==> src/rtl/tmr_count_ctrl_if.sv <==
// Channel-side bundle for the count-source / clear-control stage.
// The slave is the tmr_count_ctrl block. The master is whatever drives it:
// the timer register file, the comparators, the paired channel and the pins.
interface tmr_count_ctrl_if;
  logic [2:0] cks;         // clock select
  logic [1:0] cclr;        // clear select
  logic       tmci;        // external count clock (asynchronous)
  logic       tmri;        // external counter reset (asynchronous)
  logic       cascade_in;  // one-cycle event from the paired channel
  logic       cma;         // compare match A level
  logic       cmb;         // compare match B level
  logic       count_en;    // TCNT increments on this cycle
  logic       count_clr;   // TCNT loads 0 on this cycle

  modport master (
    output cks, cclr, tmci, tmri, cascade_in, cma, cmb,
    input  count_en, count_clr
  );

  modport slave (
    input  cks, cclr, tmci, tmri, cascade_in, cma, cmb,
    output count_en, count_clr
  );
endinterface

==> src/rtl/tmr_count_ctrl.sv <==
// Count-source and clear-control stage for one 8-bit timer channel.
// It chooses what advances TCNT: a prescaler tap, TMCI edges, or the cascade
// pulse from the paired channel. It also decides when TCNT clears: on a
// compare-match rising edge, or on a TMRI rising edge.
// Both outputs are single-cycle registered pulses.
module tmr_count_ctrl #(
  parameter int PRESCALE_W = 13  // must be >= 13 to supply the /8192 tap
) (
  input  logic            clk,
  input  logic            rst_n,
  tmr_count_ctrl_if.slave bus
);

  typedef enum logic [2:0] {
    CKS_STOP      = 3'd0,
    CKS_DIV8      = 3'd1,
    CKS_DIV64     = 3'd2,
    CKS_DIV8192   = 3'd3,
    CKS_CASCADE   = 3'd4,
    CKS_TMCI_RISE = 3'd5,
    CKS_TMCI_FALL = 3'd6,
    CKS_TMCI_BOTH = 3'd7
  } cks_e;

  typedef enum logic [1:0] {
    CCLR_NONE    = 2'd0,
    CCLR_MATCH_A = 2'd1,
    CCLR_MATCH_B = 2'd2,
    CCLR_TMRI    = 2'd3
  } cclr_e;

  cks_e  cks_sel;
  cclr_e cclr_sel;

  assign cks_sel  = cks_e'(bus.cks);
  assign cclr_sel = cclr_e'(bus.cclr);

  // Prescaler and its taps
  logic [PRESCALE_W-1:0] presc_q, presc_d;
  logic                  tick_div8, tick_div64, tick_div8192;

  // TMCI / TMRI synchronisers and history flops
  logic [1:0] tmci_sync_q, tmci_sync_d;
  logic       tmci_hist_q, tmci_hist_d;
  logic [1:0] tmri_sync_q, tmri_sync_d;
  logic       tmri_hist_q, tmri_hist_d;
  logic       tmci_rise, tmci_fall, tmri_rise;

  // Compare-match edge detection
  logic sel_match;
  logic match_q, match_d;

  // Registered outputs
  logic count_en_q, count_en_d;
  logic count_clr_q, count_clr_d;

  // Free-running prescaler. It wraps naturally at all-ones, and cks never
  // touches it. A tap fires when the low log2(N) bits are all ones, which
  // gives one tick every N clocks.
  always_comb begin
    presc_d      = presc_q + 1'b1;
    tick_div8    = &presc_q[2:0];
    tick_div64   = &presc_q[5:0];
    tick_div8192 = &presc_q[12:0];
  end

  // Synchroniser shift and edge extraction. These run in every mode, so a
  // mode switch never sees stale history.
  always_comb begin
    tmci_sync_d = {tmci_sync_q[0], bus.tmci};
    tmci_hist_d = tmci_sync_q[1];
    tmri_sync_d = {tmri_sync_q[0], bus.tmri};
    tmri_hist_d = tmri_sync_q[1];
    tmci_rise   = tmci_sync_q[1] & ~tmci_hist_q;
    tmci_fall   = ~tmci_sync_q[1] & tmci_hist_q;
    tmri_rise   = tmri_sync_q[1] & ~tmri_hist_q;
  end

  // Count-source select. The current cks applies to the tick evaluated in
  // the same cycle, so a switch can neither duplicate a pulse nor merge two.
  always_comb begin
    // NOTE: every always_comb output gets a default first so that no path through the case infers a latch.
    count_en_d = 1'b0;
    case (cks_sel)
      CKS_STOP:      count_en_d = 1'b0;
      CKS_DIV8:      count_en_d = tick_div8;
      CKS_DIV64:     count_en_d = tick_div64;
      CKS_DIV8192:   count_en_d = tick_div8192;
      CKS_CASCADE:   count_en_d = bus.cascade_in;
      CKS_TMCI_RISE: count_en_d = tmci_rise;
      CKS_TMCI_FALL: count_en_d = tmci_fall;
      CKS_TMCI_BOTH: count_en_d = tmci_rise | tmci_fall;
      default:       count_en_d = 1'b0;
    endcase
  end

  // Clear select. A match level held high clears only once, because only
  // its rising edge (against the registered level) produces a pulse.
  always_comb begin
    sel_match   = 1'b0;
    count_clr_d = 1'b0;
    case (cclr_sel)
      CCLR_MATCH_A: sel_match = bus.cma;
      CCLR_MATCH_B: sel_match = bus.cmb;
      default:      sel_match = 1'b0;
    endcase
    match_d = sel_match;
    case (cclr_sel)
      CCLR_MATCH_A,
      CCLR_MATCH_B: count_clr_d = sel_match & ~match_q;
      CCLR_TMRI:    count_clr_d = tmri_rise;
      default:      count_clr_d = 1'b0;
    endcase
  end

  // Prescaler state
  always_ff @(posedge clk or negedge rst_n) begin
    // NOTE: sequential state uses non-blocking assignment so every flop samples pre-edge values regardless of block order.
    if (!rst_n) begin
      presc_q <= '0;
    end else begin
      presc_q <= presc_d;
    end
  end

  // Synchroniser, history and match-level flops
  always_ff @(posedge clk or negedge rst_n) begin
    // NOTE: synchroniser and history flops are reset too, so the first edge after release is measured against a known 0.
    if (!rst_n) begin
      tmci_sync_q <= 2'b00;
      tmci_hist_q <= 1'b0;
      tmri_sync_q <= 2'b00;
      tmri_hist_q <= 1'b0;
      match_q     <= 1'b0;
    end else begin
      tmci_sync_q <= tmci_sync_d;
      tmci_hist_q <= tmci_hist_d;
      tmri_sync_q <= tmri_sync_d;
      tmri_hist_q <= tmri_hist_d;
      match_q     <= match_d;
    end
  end

  // Output pulses. Neither pulse suppresses the other. TCNT gives clear
  // priority when both are asserted.
  always_ff @(posedge clk or negedge rst_n) begin
    if (!rst_n) begin
      count_en_q  <= 1'b0;
      count_clr_q <= 1'b0;
    end else begin
      count_en_q  <= count_en_d;
      count_clr_q <= count_clr_d;
    end
  end

  assign bus.count_en  = count_en_q;
  assign bus.count_clr = count_clr_q;

endmodule

==> src/flat_wrapper.sv <==
// flat-port wrapper written by rule: the top's interface ports become plain ports
module tmr_count_ctrl_flat 
#(
  parameter int PRESCALE_W = 13                                          
)
  (clk, rst_n, bus_cks, bus_cclr, bus_tmci, bus_tmri, bus_cascade_in, bus_cma, bus_cmb, bus_count_en, bus_count_clr);
  tmr_count_ctrl_if bus_i ();
  input  logic clk;
  input  logic rst_n;
  input wire logic [$bits(bus_i.cks)-1:0] bus_cks;
  input wire logic [$bits(bus_i.cclr)-1:0] bus_cclr;
  input wire logic [$bits(bus_i.tmci)-1:0] bus_tmci;
  input wire logic [$bits(bus_i.tmri)-1:0] bus_tmri;
  input wire logic [$bits(bus_i.cascade_in)-1:0] bus_cascade_in;
  input wire logic [$bits(bus_i.cma)-1:0] bus_cma;
  input wire logic [$bits(bus_i.cmb)-1:0] bus_cmb;
  output wire logic [$bits(bus_i.count_en)-1:0] bus_count_en;
  output wire logic [$bits(bus_i.count_clr)-1:0] bus_count_clr;
  assign bus_i.cks = bus_cks;
  assign bus_i.cclr = bus_cclr;
  assign bus_i.tmci = bus_tmci;
  assign bus_i.tmri = bus_tmri;
  assign bus_i.cascade_in = bus_cascade_in;
  assign bus_i.cma = bus_cma;
  assign bus_i.cmb = bus_cmb;
  assign bus_count_en = bus_i.count_en;
  assign bus_count_clr = bus_i.count_clr;
  tmr_count_ctrl #(.PRESCALE_W(PRESCALE_W)) u_core (.clk(clk), .rst_n(rst_n), .bus(bus_i));
endmodule
==> config.mk <==
export PLATFORM = sky130hd
export DESIGN_NAME = tmr_count_ctrl_flat
export DESIGN_NICKNAME = d
export VERILOG_FILES = /design/src/rtl/tmr_count_ctrl_if.sv /design/src/rtl/tmr_count_ctrl.sv /design/src/flat_wrapper.sv
export SDC_FILE = /design/constraint.sdc
export NUM_CORES = 1
export LEC_CHECK = 0
export BUFFER_PORTS_ARGS = -buffer_cell sky130_fd_sc_hd__buf_2
export CAP_MARGIN = 30
export CORE_MARGIN = 5
export CORE_UTILIZATION = 34
export DETAILED_ROUTE_END_ITERATION = 12
export SYNTH_ARGS = -nofsm -noshare
export SYNTH_HDL_FRONTEND = slang
export SYNTH_SLANG_ARGS = --single-unit
export TNS_END_PERCENT = 5
==> constraint.sdc <==
create_clock -name clk -period 2.1 [get_ports clk]
set_clock_uncertainty 0.15 [all_clocks]
set_input_delay 0.42 -clock clk [delete_from_list [all_inputs] [get_ports clk]]
set_output_delay 0.42 -clock clk [all_outputs]
set_load 0.02 [all_outputs]
# After elaboration in Yosys (flattened, before gate mapping)
# Index checks and enable logic that the tools add are counted.
[op_classes]
n_bitwise = 9
reduce_logical = 5
n_addsub = 1
muxes = 3
eq_ne = 10
[ops]
columns = ["op", "n"]
rows = [
  ["$add A13 B1 Y13 const B", 1],
  ["$reduce_and A13 Y1", 1],
  ["$eq A3 B3 Y1 const B", 4],
  ["$pmux W1 S8", 1],
  ["$eq A3 B2 Y1 const B", 2],
  ["$reduce_and A6 Y1", 1],
  ["$and A1 B1 Y1", 4],
  ["$eq A2 B2 Y1 const B", 2],
  ["$not A1 Y1", 4],
  ["$pmux W1 S2", 2],
  ["$eq A3 B1 Y1 const B", 1],
  ["$logic_not A3 Y1", 1],
  ["$reduce_and A3 Y1", 1],
  ["$eq A2 B1 Y1 const B", 1],
  ["$reduce_or A2 Y1", 1],
  ["$or A1 B1 Y1", 1],
]
[totals]
elab_cells = 36
reg_bits = 22
out_inout_bits = 2

# Longest topological paths before layout
# Gate-level depths: netlist (run 1).
[depth]
depth_word = 4
depth_mapped = 5
depth_no_buf = 5

# Worst setup path before layout (run 1)
# Ideal clock, no wire load.
[synth_timing]
kind = "flip-flop to flip-flop"
from = "reg u_core.presc_q[0]"
to = "reg u_core.count_en_q, in the netlist u_core.bus.count_en"
setup_slack_ps = 605
period_less_slack_ps = 1495
t_arrival_ps = 1223
required_ps = 1827
path_buffers = 0
stages_incl_launch_ff = 6
cell_sequence = "dfrtp_1 > ha_1 > ha_1 > nand3b_1 > o211ai_1 > o221a_2"
[synth_via]
elab_chain_len = 2
[synth_rtl]
columns = ["item", "line", "text"]
rows = [
  ["start, declared", "tmr_count_ctrl.sv:39", "logic [PRESCALE_W-1:0] presc_q, presc_d;"],
  ["start signal, assigned", "tmr_count_ctrl.sv:122", "presc_q <= presc_d;"],
  ["$reduce_and A13 Y1 (tied with other cells)", "tmr_count_ctrl.sv:64", "tick_div8192 = &presc_q[12:0];"],
  ["$pmux W1 S8 (*)", "tmr_count_ctrl.sv:84", "case (cks_sel)"],
  ["via u_core.count_en_d", "tmr_count_ctrl.sv:54", "logic count_en_q, count_en_d;"],
  ["end signal, assigned", "tmr_count_ctrl.sv:151", "count_en_q <= count_en_d;"],
  ["end, declared", "tmr_count_ctrl.sv:54", ""],
]
# The timed path passes the listed nets; every way through them passes the cells marked *.

# Final worst setup path (run 1)
# Ends and elaborated chain as after synthesis.

==> results of run 1 <==
[routing by layer]
layer / up-vias / track usage / routed length, um
met5: - / 0 / 0
met1: 292 / 0.112 / 731
met2: 15 / 0.114 / 648
met4: 0 / 0.0390 / 23
li1: 311 / - / -
met3: 4 / 0.0193 / 95
[layout make-up]
type / count / area [sq um] / share of cell area
flip-flops and latches: 22 / 551 / 0.476
repair buffers: 14 / 75.1 / 0.0649
clock buffers: 3 / 22.5 / 0.0195
multi-input cells: 51 / 407 / 0.351
inverters: 9 / 33.8 / 0.0292
well taps: 31 / 38.8 / 0.0335
clock inverters: 1 / 30.0 / 0.0259
[worst max-delay path, cell delays in order, from the launching register on]
cell and delay, ns:
dfrtp_1 0.42, ha_1 0.25, ha_1 0.19, nand3b_1 0.08, o211ai_1 0.09, o221a_2 0.29
[kinds of logic (layout without fill, tap and decap cells)]
kind of cell | after synthesis | after routing | share of synthesized area
AO/OA/AOI/OAI | 6 | 6 | 0.0493
XOR/XNOR | 10 | 10 | 0.0884
adder cells (fa/ha/maj) | 8 | 8 | 0.101
buffers and inverters | 9 | 27 | 0.0341
flip-flops | 22 | 22 | 0.556
AND/OR/NAND/NOR | 27 | 27 | 0.172
[power breakdown]
group | switching [mW] | internal [mW] | leakage, nW
clock | 0.122 | 0.193 | 0.0279
combinational | 0.0291 | 0.0225 | 0.285
sequential | 0.00326 | 0.433 | 0.277
total | 0.154 | 0.648 | 0.589
[sequential cells by signal, indices dropped and copies added (netlist names)]
| name | flops |
|---|---|
| u_core.presc_q | 13 |
| u_core.tmri_sync_q | 2 |
| u_core.tmci_sync_q | 2 |
| u_core.bus.count_en | 1 |
| u_core.match_q | 1 |
| u_core.tmci_hist_q | 1 |
| u_core.bus.count_clr | 1 |
| u_core.tmri_hist_q | 1 |
[worst max path at each step]
stage                                 start                  end  slack (ns)  cells after the start
final                     u_core.presc_q[0]  u_core.bus.count_en        0.53                      5
after global routing      u_core.presc_q[0]  u_core.bus.count_en        0.44                      4
after CTS                 u_core.presc_q[0]  u_core.bus.count_en        0.53                      5
after detailed placement  u_core.presc_q[0]  u_core.bus.count_en        0.54                      5
after global placement    u_core.presc_q[0]  u_core.bus.count_en        0.58                      5
after floorplan           u_core.presc_q[0]  u_core.bus.count_en        0.60                      5
[synth_stat cells (all sizes together)]
cell type	count	share of area
o31ai	1	0.0076
nand3b	3	0.023
nor4	3	0.032
nand2	3	0.011
nor2b	1	0.0063
nor2	4	0.015
o221a	1	0.011
nand4	2	0.019
nor3b	1	0.0076
o211ai	1	0.0076
dfrtp	22	0.56
xor2	6	0.053
ha	8	0.10
nand2b	2	0.013
nand3	5	0.030
xnor2	4	0.035
inv	9	0.034
nor3	3	0.015
a22oi	1	0.0076
a211o	1	0.0088
a31oi	1	0.0063
==> key figures, run 1 <==
Layout
  – Core Util, Final: 0.416
  – Cell Count, Final, Fillers Out: 131
  – Share of cells above drive strength 1: 0.220
  – Post-layout net count: 121
  – Antenna fix cells: 0
  – Fill cell count: 258
  – Most frequent cells in the layout: dfrtp_1, buf_2, inv_1, ha_1, xor2_1
  – P&R area growth vs syn: 16.8%
  – Design area: 0.00116 sq mm
  – Most common cell after layout, fill and taps aside: dfrtp_1

Power
  – Cell Pwr Density: 693 mW/mm^2
  – Leakage: 0.589 nW
  – Power Total: 0.802 mW
  – Worst VDD drop: 0.000343 V

STA
  – Fin crit period: 1.57 ns
  – Fin. max-slew vios: 0
  – Worst slew pin tran: 0.471 ns
  – Total Negative Setup Slacks: 0 ns
  – Final setup vio count: 0
  – Worst rel slew slack: 0.686
  – RSZ-0062 raised after global routing: false
  – Fmax: 637 MHz
  – Final setup margin: 0.529 ns
  – Final hold violations: 0
  – Hold slack: 0.0653 ns
  – Crit share post-route: 0.748

Detailed routing
  – Pre-Repair DR Iteration Count: 3
  – DR iter-0 viols: 12
  – Remaining antenna violation count: 0
  – Wire per inst: 11.4 um
  – DR vias/cell: 4.75
  – Final WL: 1500 um
  – Via Count: 622
  – DRC viols: 0

Floorplan
  – Initial core utilization: 0.356
  – Die Area: 0.00409 sq mm
  – DIE WIDTH: 64.0 um
  – CORE AREA: 0.00278 sq mm
  – Io pins: 14
  – Row count: 19
  – Die H: 64.0 um

Setup path
  – CP endpoint kind: register
  – Arrival @ worst endpoint: 1.62 ns
  – Kind of critical path: register to register
  – R2R depth: 5
  – Critical Path RT: 2.15 ns
  – R2r setup slk: 0.53 ns
  – Startpoint class of the critical path: register
  – Crit Path Max Fanout: 3
  – Reg-to-reg endpoint: u_core.bus.count_en
  – R2R Path Start: u_core.presc_q[0]

Global routing
  – Largest net degree at the start of global routing: 23
  – Initial antenna violation count: 0
  – Total track usage: 0.0799
  – GRT overflow: 0
  – Vias in the first global route: 609
  – Global-route wire length before repair: 2620 um

Clocking
  – CTS Hold Bufs: 1
  – Number of buffers created by CTS: 3
  – CTS Buffer Depth: 2
  – CTS tree: built
  – Clock Sinks: 22
  – Postcts setup bufs: 0
  – Clock slew at reported path FFs: 0.12 ns
  – # resized after CTS: 0
  – CTS Root Cell: clkbuf_4
  – Worst-Skew Late Latency: 0.30 ns
  – CTS H-tree depth: 1

Yosys
  – Avg Cell Area, Syn: 12.1 sq um
  – Post-Syn Area: 991 sq um
  – Ys Warns: 0
  – #FFs+latches synth: 22
  – Post-synthesis cell type count: 24
  – Cells after Synth: 82
  – Syn nets: 102
  – Register area share after synthesis: 0.556

Placed design
  – Gp weighted congestion: 0.700
  – DP Wirelength: 1150 um
  – Place WS: 0.536 ns
  – Inst Count DP: 126
  – Post-DP Area: 0.00109 sq mm
  – Port bufs: 13

Hold path
  – Hold endpoint: u_core.tmci_sync_q[0]
  – WHS Path Cells: 1
  – Worst hold-check path type: input port to register
  – Hold_sp: bus_tmci

Job
  – # Max-Cap Violations: 0

Outcome
  – Status: finished clean
(Power assumes the default switching activity.)
==> inputs of run 2 (changes only) <==
- clock period: 2.1 -> 1.5 ns (I/O delays scaled with it)
==> run 2 against run 1 <==
Effect of this change:
- final area is 2.4% higher
- clock power fell by 15%
- routed wire length increased by 2.4%
- largest cell class unchanged
- sequential power grew 40%
- die area is the same
- power rose by 19%
- global-route usage increased by 0.80 points
- cell count increased by 2.3%
- combinational power increased by 47%
==> key figures, run 2 (synthesized netlist as in run 1, its figures left out) <==
Outcome
  – Status: finished clean

STA
  – Fmax: 676 MHz
  – Fin. max-slew vios: 0
  – Fin crit period: 1.48 ns
  – Worst slew pin tran: 0.488 ns
  – Final setup vio count: 0
  – Final setup margin: 0.0200 ns
  – Crit share post-route: 0.987
  – Worst rel slew slack: 0.675
  – Hold slack: 0.132 ns
  – RSZ-0062 raised after global routing: true
  – Final hold violations: 0

Power
  – Worst VDD drop: 0.000467 V
  – Leakage: 0.581 nW
  – Cell Pwr Density: 804 mW/mm^2

Floorplan
  – DIE WIDTH: 64.0 um
  – Die H: 64.0 um
  – Die Area: 0.00409 sq mm
  – CORE AREA: 0.00278 sq mm
  – Io pins: 14
  – Initial core utilization: 0.356
  – Row count: 19

Setup path
  – Setup crit start: u_core.presc_q[0]
  – R2r setup slk: 0.02 ns
  – Kind of critical path: register to register
  – R2R Path Start: u_core.presc_q[0]
  – Startpoint class of the critical path: register
  – Arrival @ worst endpoint: 1.53 ns
  – Critical Path RT: 1.55 ns
  – Crit Path Max Fanout: 3
  – CP endpoint kind: register

Clocking
  – CTS Buffer Depth: 2
  – CTS tree: built
  – Clock slew at reported path FFs: 0.12 ns
  – CTS Root Cell: clkbuf_4
  – Number of buffers created by CTS: 3
  – CTS H-tree depth: 1
  – Worst-Skew Late Latency: 0.30 ns
  – Clock Sinks: 22

Layout
  – P&R area growth vs syn: 19.6%
  – Antenna fix cells: 0
  – Most common cell after layout, fill and taps aside: dfrtp_1
  – Fill cell count: 261
  – Regs by FF count: u_core.presc_q: 13 flops, u_core.tmci_sync_q: 2 flops, u_core.tmri_sync_q: 2 flops
  – Most frequent cells in the layout: dfrtp_1, buf_2, inv_1, ha_1, xor2_1
  – Max FFs per register: 13
  – Reg with most FFs: u_core.presc_q
  – Post-layout net count: 125
  – Share of cells above drive strength 1: 0.252

Detailed routing
  – DR vias/cell: 4.89
  – Final WL: 1530 um
  – DRC viols: 0
  – Remaining antenna violation count: 0
  – Met3 routed WL: 90 um
  – Via Count: 655
  – Met2 routed WL: 661 um
  – DR iter-0 viols: 4
  – Top layer in use: met4
  – Met1 WL: 772 um
  – Pre-Repair DR Iteration Count: 5
  – Wire per inst: 11.4 um

Global routing
  – Total track usage: 0.0879
  – Global-route wire length before repair: 2890 um
  – GRT overflow: 0
  – Initial antenna violation count: 0
  – Largest net degree at the start of global routing: 23
  – Vias in the first global route: 680

Placed design
  – Place WS: -0.0137 ns
  – Port bufs: 13
  – DP Wirelength: 1150 um
  – Gp weighted congestion: 0.714

Hold path
  – Worst hold-check path type: input port to register
  – Hold_sp: bus_cmb

Job
  – # Max-Cap Violations: 0
==> run 2: cell types whose count changed in the layout (fill, tap and decap cells not counted), sizes merged <==
cell,change
bufinv,-1
dlygate4sd3,+2
buf,+2
==> run 2: final timing paths <==
path | endpoint | depth (start not counted)
min in group asynchronous | u_core.presc_q[0] | 2
max in group asynchronous | u_core.tmci_sync_q[0] | 2
worst min register to register | u_core.tmri_sync_q[1] | 0
worst min-delay path | u_core.match_q | 3
worst max register to register | u_core.bus.count_en | 5
worst max-delay path | u_core.bus.count_en | 5
==> run 2: layer usage <==
metal | global-route usage | vias up
met5 | 0 | -
met4 | 0.0468 | 0
met3 | 0.0228 | 2
met2 | 0.122 | 19
met1 | 0.124 | 312
li1 | - | 322
==> run 2: layout make-up <==
type,instances,area [sq um],share of cell area
multi-input cells,51,429,0.362
well taps,31,38.8,0.0327
clock buffers,3,22.5,0.0190
inverters,9,33.8,0.0285
repair buffers,18,110,0.0929
flip-flops and latches,22,551,0.465
==> run 2: power by group <==
group | switching, mW | leakage, nW | internal (mW)
logic | 0.0410 | 0.290 | 0.0347
registers | 0.00444 | 0.277 | 0.606
clock network | 0.172 | 0.0138 | 0.0936
==> run 2: worst max-delay path, cell delays in order, from the launching register on <==
cell	delay [ns]
dfrtp_1	0.41
ha_2	0.22
ha_1	0.18
nand3b_1	0.08
o211ai_1	0.08
o221a_2	0.26
==> run 2: repair_timing <==
action                     CTS  global route
pin swaps                    1             2
setup buffers                0             0
hold buffers                 3             0
setup endpoints to repair    1             4
hold endpoints to repair    24             0
cloned                       0             0
gates resized for setup      2             2
==> run 2: through the flow <==
| stage | area (sq um) | instances | TNS (ns) | utilization | power [mW] |
|---|---|---|---|---|---|
| after floorplan | 991 | 82 | 0 | - | 0.653 |
| after global placement | 1110 | 128 | 0 | 0.399 | 0.692 |
| after detailed placement | 1110 | 128 | -0.0137 | 0.399 | 0.695 |
| after CTS | 1170 | 134 | 0 | 0.421 | 0.960 |
| after global routing | 1180 | 134 | -0.0338 | 0.426 | 0.999 |
| final | 1180 | 134 | 0 | 0.426 | 0.952 |
